## src/rtl/cpu_types_pkg.sv

```systemverilog
// Shared CPU/memory types: word and RAM-state definitions plus the responder's
// FSM state and instruction-buffer entry.
package cpu_types_pkg;

  localparam int unsigned WORD_W = 32;
  localparam int unsigned TAG_W  = 30;

  typedef logic [WORD_W-1:0] word_t;

  typedef enum logic [1:0] {
    FREE,
    BUSY,
    ACCESS,
    ERROR
  } ramstate_t;

  typedef enum logic [1:0] {
    IDLE,
    DACC,
    IACC,
    HALTED
  } mresp_state_t;

  typedef struct packed {
    logic             valid;
    logic [TAG_W-1:0] tag;
    word_t            data;
  } ibuf_entry_t;

  // Word address (byte address without the two offset bits).
  function automatic logic [TAG_W-1:0] word_tag(input word_t addr);
    return addr[WORD_W-1:2];
  endfunction

endpackage

```

## src/rtl/datapath_cache_if.sv

```systemverilog
// Request/response bundle between the pipelined datapath and the memory side.
interface datapath_cache_if;
  import cpu_types_pkg::*;

  logic  imemREN;
  word_t imemaddr;
  logic  dmemREN;
  logic  dmemWEN;
  word_t dmemaddr;
  word_t dmemstore;
  logic  halt;
  logic  ihit;
  logic  dhit;
  word_t imemload;
  word_t dmemload;

  modport cache (
    input  imemREN, imemaddr, dmemREN, dmemWEN, dmemaddr, dmemstore, halt,
    output ihit, dhit, imemload, dmemload
  );

  modport dp (
    output imemREN, imemaddr, dmemREN, dmemWEN, dmemaddr, dmemstore, halt,
    input  ihit, dhit, imemload, dmemload
  );

endinterface

```

## src/rtl/ifetch_buf.sv

```systemverilog
// One-entry instruction fetch buffer: combinational lookup, fill on a completed
// fetch, invalidate when a data write hits the buffered word.
module ifetch_buf
  import cpu_types_pkg::*;
(
  input  logic             clk_i,
  input  logic             rst_n_i,
  input  logic [TAG_W-1:0] lookup_tag_i,
  output logic             hit_c_o,
  output word_t            data_o,
  input  logic             fill_i,
  input  logic [TAG_W-1:0] fill_tag_i,
  input  word_t            fill_data_i,
  input  logic             inval_i,
  input  logic [TAG_W-1:0] inval_tag_i
);

  ibuf_entry_t entry_q;
  ibuf_entry_t entry_d;

  always_comb begin
    entry_d = entry_q;
    if (fill_i) begin
      entry_d.valid = 1'b1;
      entry_d.tag   = fill_tag_i;
      entry_d.data  = fill_data_i;
    end else if (inval_i && (entry_q.tag == inval_tag_i)) begin
      entry_d.valid = 1'b0;
    end
  end

  always_ff @(posedge clk_i) begin
    if (!rst_n_i) begin
      entry_q <= '0;
    end else begin
      entry_q <= entry_d;
    end
  end

  assign hit_c_o = entry_q.valid && (entry_q.tag == lookup_tag_i);
  assign data_o  = entry_q.data;

endmodule

```

## src/rtl/mem_responder.sv

```systemverilog
// Memory-side responder: arbitrates data over instruction requests onto a
// single-port RAM, with a fetch buffer, halt/flush handshake and watchdog.
module mem_responder
  import cpu_types_pkg::*;
#(
  parameter int unsigned TIMEOUT_CYCLES = 64
) (
  input  logic            CLK,
  input  logic            nRST,
  datapath_cache_if.cache dpif,
  output word_t           ramaddr,
  output word_t           ramstore,
  output logic            ramREN,
  output logic            ramWEN,
  input  word_t           ramload,
  input  ramstate_t       ramstate,
  output logic            flushed,
  output logic            err
);

  localparam int unsigned      CNT_W   = $clog2(TIMEOUT_CYCLES + 1);
  localparam logic [CNT_W-1:0] CNT_MAX = CNT_W'(TIMEOUT_CYCLES);

  mresp_state_t     state_q;
  word_t            addr_q;
  word_t            data_q;
  logic             wr_q;
  logic [CNT_W-1:0] cnt_q;
  logic [CNT_W-1:0] cnt_d;
  logic             err_q;

  logic  acc_c, done_c, dreq_c, timeout_c;
  logic  ibuf_hit_c, idle_ihit_c, iacc_ihit_c, dacc_dhit_c;
  logic  fill_c, inval_c;
  word_t ibuf_data;

  assign acc_c     = (state_q == DACC) || (state_q == IACC);
  assign done_c    = acc_c && (ramstate == ACCESS);
  assign dreq_c    = dpif.dmemREN | dpif.dmemWEN;
  assign cnt_d     = (cnt_q == CNT_MAX) ? cnt_q : cnt_q + CNT_W'(1);
  assign timeout_c = acc_c && !done_c && (cnt_d == CNT_MAX);

  // Hits only fire while the requester still asks for the same address.
  assign idle_ihit_c = (state_q == IDLE) && !dpif.halt && !dreq_c
                       && dpif.imemREN && ibuf_hit_c;
  assign iacc_ihit_c = (state_q == IACC) && done_c && dpif.imemREN
                       && (dpif.imemaddr == addr_q);
  assign dacc_dhit_c = (state_q == DACC) && done_c && dreq_c
                       && (dpif.dmemaddr == addr_q);

  assign fill_c  = (state_q == IACC) && done_c;
  assign inval_c = (state_q == DACC) && done_c && wr_q;

  ifetch_buf u_ibuf (
    .clk_i        (CLK),
    .rst_n_i      (nRST),
    .lookup_tag_i (word_tag(dpif.imemaddr)),
    .hit_c_o      (ibuf_hit_c),
    .data_o       (ibuf_data),
    .fill_i       (fill_c),
    .fill_tag_i   (word_tag(addr_q)),
    .fill_data_i  (ramload),
    .inval_i      (inval_c),
    .inval_tag_i  (word_tag(addr_q))
  );

  always_ff @(posedge CLK) begin
    if (!nRST) begin
      state_q <= IDLE;
      addr_q  <= '0;
      data_q  <= '0;
      wr_q    <= 1'b0;
      cnt_q   <= '0;
      err_q   <= 1'b0;
    end else begin
      case (state_q)
        IDLE: begin
          if (dpif.halt) begin
            state_q <= HALTED;
          end else if (dreq_c) begin
            addr_q  <= dpif.dmemaddr;
            data_q  <= dpif.dmemstore;
            wr_q    <= dpif.dmemWEN;
            state_q <= DACC;
          end else if (dpif.imemREN && !ibuf_hit_c) begin
            addr_q  <= dpif.imemaddr;
            data_q  <= '0;
            wr_q    <= 1'b0;
            state_q <= IACC;
          end
        end
        DACC, IACC: begin
          if (done_c) begin
            state_q <= dpif.halt ? HALTED : IDLE;
            cnt_q   <= '0;
          end else if (timeout_c) begin
            err_q   <= 1'b1;
            cnt_q   <= cnt_d;
            state_q <= HALTED;
          end else begin
            cnt_q <= cnt_d;
          end
        end
        HALTED: begin
          state_q <= HALTED;
        end
        default: begin
          state_q <= IDLE;
        end
      endcase
    end
  end

  // RAM side is driven purely from the latched request.
  assign ramaddr  = acc_c ? {addr_q[31:2], 2'b00} : '0;
  assign ramstore = acc_c ? data_q : '0;
  assign ramREN   = (state_q == IACC) || ((state_q == DACC) && !wr_q);
  assign ramWEN   = (state_q == DACC) && wr_q;
  assign flushed  = (state_q == HALTED);
  assign err      = err_q;

  assign dpif.ihit     = idle_ihit_c | iacc_ihit_c;
  assign dpif.dhit     = dacc_dhit_c;
  assign dpif.imemload = idle_ihit_c ? ibuf_data : (iacc_ihit_c ? ramload : '0);
  assign dpif.dmemload = dacc_dhit_c ? ramload : '0;

endmodule

```

## src/flat_wrapper.sv

```systemverilog
// flat-port wrapper written by rule: the top's interface ports become plain ports
module mem_responder_flat import cpu_types_pkg::*;
#(
  parameter int unsigned TIMEOUT_CYCLES = 64
)
  (CLK, nRST, ramaddr, ramstore, ramREN, ramWEN, ramload, ramstate, flushed, err, dpif_imemREN, dpif_imemaddr, dpif_dmemREN, dpif_dmemWEN, dpif_dmemaddr, dpif_dmemstore, dpif_halt, dpif_ihit, dpif_dhit, dpif_imemload, dpif_dmemload);
  datapath_cache_if dpif_i ();
  input  logic CLK;
  input  logic nRST;
  output word_t ramaddr;
  output word_t ramstore;
  output logic ramREN;
  output logic ramWEN;
  input  word_t ramload;
  input  ramstate_t ramstate;
  output logic flushed;
  output logic err;
  input wire logic [$bits(dpif_i.imemREN)-1:0] dpif_imemREN;
  input wire logic [$bits(dpif_i.imemaddr)-1:0] dpif_imemaddr;
  input wire logic [$bits(dpif_i.dmemREN)-1:0] dpif_dmemREN;
  input wire logic [$bits(dpif_i.dmemWEN)-1:0] dpif_dmemWEN;
  input wire logic [$bits(dpif_i.dmemaddr)-1:0] dpif_dmemaddr;
  input wire logic [$bits(dpif_i.dmemstore)-1:0] dpif_dmemstore;
  input wire logic [$bits(dpif_i.halt)-1:0] dpif_halt;
  output wire logic [$bits(dpif_i.ihit)-1:0] dpif_ihit;
  output wire logic [$bits(dpif_i.dhit)-1:0] dpif_dhit;
  output wire logic [$bits(dpif_i.imemload)-1:0] dpif_imemload;
  output wire logic [$bits(dpif_i.dmemload)-1:0] dpif_dmemload;
  assign dpif_i.imemREN = dpif_imemREN;
  assign dpif_i.imemaddr = dpif_imemaddr;
  assign dpif_i.dmemREN = dpif_dmemREN;
  assign dpif_i.dmemWEN = dpif_dmemWEN;
  assign dpif_i.dmemaddr = dpif_dmemaddr;
  assign dpif_i.dmemstore = dpif_dmemstore;
  assign dpif_i.halt = dpif_halt;
  assign dpif_ihit = dpif_i.ihit;
  assign dpif_dhit = dpif_i.dhit;
  assign dpif_imemload = dpif_i.imemload;
  assign dpif_dmemload = dpif_i.dmemload;
  mem_responder #(.TIMEOUT_CYCLES(TIMEOUT_CYCLES)) u_core (.CLK(CLK), .nRST(nRST), .dpif(dpif_i), .ramaddr(ramaddr), .ramstore(ramstore), .ramREN(ramREN), .ramWEN(ramWEN), .ramload(ramload), .ramstate(ramstate), .flushed(flushed), .err(err));
endmodule
```

## config.mk

```make
export PLATFORM = sky130hd
export DESIGN_NAME = mem_responder_flat
export DESIGN_NICKNAME = d
export VERILOG_FILES = /design/src/rtl/cpu_types_pkg.sv /design/src/rtl/datapath_cache_if.sv /design/src/rtl/ifetch_buf.sv /design/src/rtl/mem_responder.sv /design/src/flat_wrapper.sv
export SDC_FILE = /design/constraint.sdc
export NUM_CORES = 1
export LEC_CHECK = 0
export CORE_ASPECT_RATIO = 1.75
export CORE_MARGIN = 1.5
export CORE_UTILIZATION = 47
export CTS_CLUSTER_DIAMETER = 40
export DETAILED_ROUTE_END_ITERATION = 12
export PLACE_DENSITY = 0.87
export SLEW_MARGIN = 25
export SYNTH_ARGS = -nofsm -noshare
export SYNTH_HDL_FRONTEND = slang
export SYNTH_SLANG_ARGS = --single-unit
```

## constraint.sdc

```tcl
create_clock -name CLK -period 7.95 [get_ports CLK]
set_clock_uncertainty 0.15 [all_clocks]
set_input_delay 0.795 -clock CLK [delete_from_list [all_inputs] [get_ports CLK]]
set_output_delay 0.795 -clock CLK [all_outputs]
set_load 0.01 [all_outputs]
```

==> impl_metrics.py <==
metrics = {
    "clock_network": {
        "clkLatencyLatePin_ps": 430,
        "cts.repair.resized": 0,
        "cts_tree": "yes",
        "post_cts_buffers": 0,
        "clock-sinks": 138,
        "htreeDepth": 4,
        "hold_buffers": 0,
        "clockRootBuffer": "clkbuf_16",
        "cts_buffer_depth": 2,
        "clkTransAtPathRegs_ps": 70,
        "cts_made_buffers": 17,
    },
    "finish": {
        "area_growth_pct": 37.8,
        "layout_commonest_cell": "clkdlybuf4s50_1",
        "instances_no_fill": 1543,
        "drive_gt1_frac": 0.0825,
        "utilization": 0.657,
        "layout_common_cells": "267 x clkdlybuf4s50_1, 266 x nand2_1, 138 x dfxtp_1",
        "nets": 1439,
        "diodes": 0,
        "fillCellCount": 1475,
    },
    "detailed_routing": {
        "dr.max_layer_used": "met4",
        "drt_iter0_markers": 615,
        "dr.pass1.iters": 5,
        "wl_met2_um": 15400,
        "drt-total-wl_um": 29000,
        "routed-via-count": 8876,
        "antenna_left": 0,
        "remaining_drc_errors": 0,
        "met3WireLength_um": 1660,
        "viasPerCell": 5.75,
        "wl_per_cell_um": 18.8,
        "wl_met1_um": 10000,
    },
    "power_and_ir_drop": {
        "p_seq_frac": 0.342,
        "total_power_w": 0.00246,
        "ir_drop_mv": 0.189,
        "power_per_cell_area_nw_per_um2": 209,
        "comb_power_share": 0.324,
        "p_switching_w": 0.000887,
        "p_leak_nw": 4.13,
        "power_frac_clock": 0.334,
        "p_int_w": 0.00157,
        "p_sw_frac": 0.361,
    },
    "sta": {
        "finalCritPeriodShare": 0.667,
        "relSlewSlack": 0.321,
        "setup_viol_count_final": 0,
        "fin_crit_ps": 5300,
        "finalSetupTns_ps": 0,
        "hold_violations": 0,
        "fmax_mhz": 189,
        "finalMaxSlewViolations": 0,
        "tightest_slew_ps": 1020,
        "rsz0062_at_grt": "false",
    },
    "grt": {
        "grt_pass1_wl_um": 45500,
        "grt_pass1_vias": 8663,
        "grt_util_all_layers": 0.303,
        "grt_max_degree": 72,
        "antenna_found_initial": 0,
        "grt_overflow": 0,
    },
    "yosys": {
        "synth.top_cell.area_share": 0.324,
        "synth_area_leaders": "dfxtp_1 32%, nand2_1 12%, xor2_1 8.1%",
        "ys_ff_latch": 138,
        "ys_warn_count": 0,
        "syn_inst": 1107,
        "synth_flop_cell": "dfxtp_1",
        "seq_area_frac_synth": 0.324,
        "synth.cell_area_um2": 8540,
        "synth_edf_count": 0,
        "synth_cell_types": 56,
        "synth_area_per_cell_um2": 7.71,
        "ys_async_sr_fraction": 0,
        "yosysTopAreaCell": "dfxtp_1",
    },
    "run": {
        "max_cap_violations": 0,
    },
    "worst_setup_path": {
        "critPathMaxStageDelay_ps": 1080,
        "worst_setup_path_end_kind": "output pin",
        "cp-start-kind": "flop",
        "cp_data_arrival_time_ps": 4360,
        "path_delay_family": "simple AND/OR/NAND/NOR gates",
        "crit_required_ps": 7010,
        "worstPathMaxFanout": 71,
        "critPathBufInv": 3,
        "path_cells": "inv_1, ha_4, inv_2, nor2_1, nand4_1, or4_2, nor4_2, clkdlybuf4s50_1",
        "crit_slowest_cell": "or4_2",
        "worstSetupPathType": "flop to output pin",
    },
    "status": {
        "status": "finished clean",
    },
    "die": {
        "rows": 65,
        "start_util": 0.477,
        "die_area_um2": 19000,
        "die_x_um": 105,
        "io_pins": 270,
        "die_h_um": 181,
        "core_um2": 17900,
    },
    "place": {
        "placedCellCount": 1511,
        "dpl.hpwl_um": 21100,
        "portBuffers": 267,
        "gp_congestion": 1.00,
    },
    "min_path": {
        "min-delay-path-class": "flop to flop",
    },
}
[power groups by stage]
stage                     combinational, W  sequential [W]  clock (W)
after floorplan                   0.000513        0.000796          0
after global placement            0.000767        0.000849          0
after detailed placement          0.000777        0.000853          0
after CTS                         0.000782        0.000838   0.000837
after global routing              0.000861        0.000849   0.000866
final                             0.000795        0.000841   0.000822
[kinds of logic (layout without fill, tap and decap cells)]
| group | Yosys count | after routing | share of synthesized area |
|---|---|---|---|
| AND/OR/NAND/NOR | 455 | 455 | 0.275 |
| AO/OA/AOI/OAI | 229 | 229 | 0.186 |
| buffers and inverters | 150 | 351 | 0.0737 |
| flip-flops | 138 | 138 | 0.324 |
| XOR/XNOR | 127 | 127 | 0.130 |
| adder cells (fa/ha/maj) | 7 | 7 | 0.0103 |
| other | 1 | 2 | 0.000439 |
[through the flow]
step	hold slack (ps)	instance area, um^2	worst slack (ps)
2_1_floorplan	282	8540	4620
4_1_cts	302	11800	2280
3_5_place_dp	292	11100	2720
5_1_grt	316	11800	2410
3_3_place_gp	287	11100	2800
6_report	303	11800	2650
[Yosys cell counts (4+ instances only)]
library cell and number:
xnor2_1 48, o21ai_0 7, clkbuf_1 84, nor4_1 26, nor3_1 6, nand4_1 16, nand2_1 267, nor4_2 29
a211oi_1 5, buf_1 6, and2_1 65, o22ai_2 20, o22ai_1 13, a21oi_1 102, ha_1 7, xor2_1 79
nand3_1 5, a21o_1 4, o31ai_1 33, buf_4 7, dfxtp_1 138, nor2_1 15, buf_6 4, a32oi_1 32
buf_2 7, inv_1 39
[metal layers]
layer  global-route usage  vias up
met2                0.557      426
met5                    0        -
met4                0.191        0
met1                0.314     4187
met3               0.0469      115
li1                     -     4148
[layout make-up]
class | instances | area, um^2 | share of cell area
inverter | 41 | 155 | 0.0132
clock inverter | 15 | 179 | 0.0152
clock buffer | 17 | 425 | 0.0362
tap | 234 | 293 | 0.0249
sequential | 138 | 2760 | 0.235
multi-input combinational | 820 | 5190 | 0.442
timing repair buffer | 278 | 2760 | 0.234
[path summary, 6_finish.rpt]
path	depth (start not counted)	startpoint	slack, ps	endpoint
hold reg to reg	2	u_core.data_q[23]	300	u_core.data_q[23]
setup / recovery	8	u_core.state_q[0]	2650	dpif_dmemload[7]
hold / removal	2	u_core.data_q[23]	300	u_core.data_q[23]
setup reg to reg	8	u_core.state_q[0]	4810	u_core.u_ibuf.entry_q[60]
[worst register-to-register path, cell delays in order (launching register included)]
cell,delay (ps)
dfxtp_1,400
inv_1,130
ha_4,680
inv_2,130
nor2_1,280
and2_2,530
buf_4,490
nand2_1,130
a21oi_1,130
[registers in the layout, summed over array words and instances (netlist names)]
register / flops
u_core.u_ibuf.entry_q: 31
u_core.cnt_q: 7
u_core.u_ibuf.data_o: 32
u_core.data_q: 32
u_core.state_q: 2
u_core.wr_q: 1
u_core.err: 1
u_core.addr_q: 32
No activity file was read; power rests on OpenSTA's default activity.
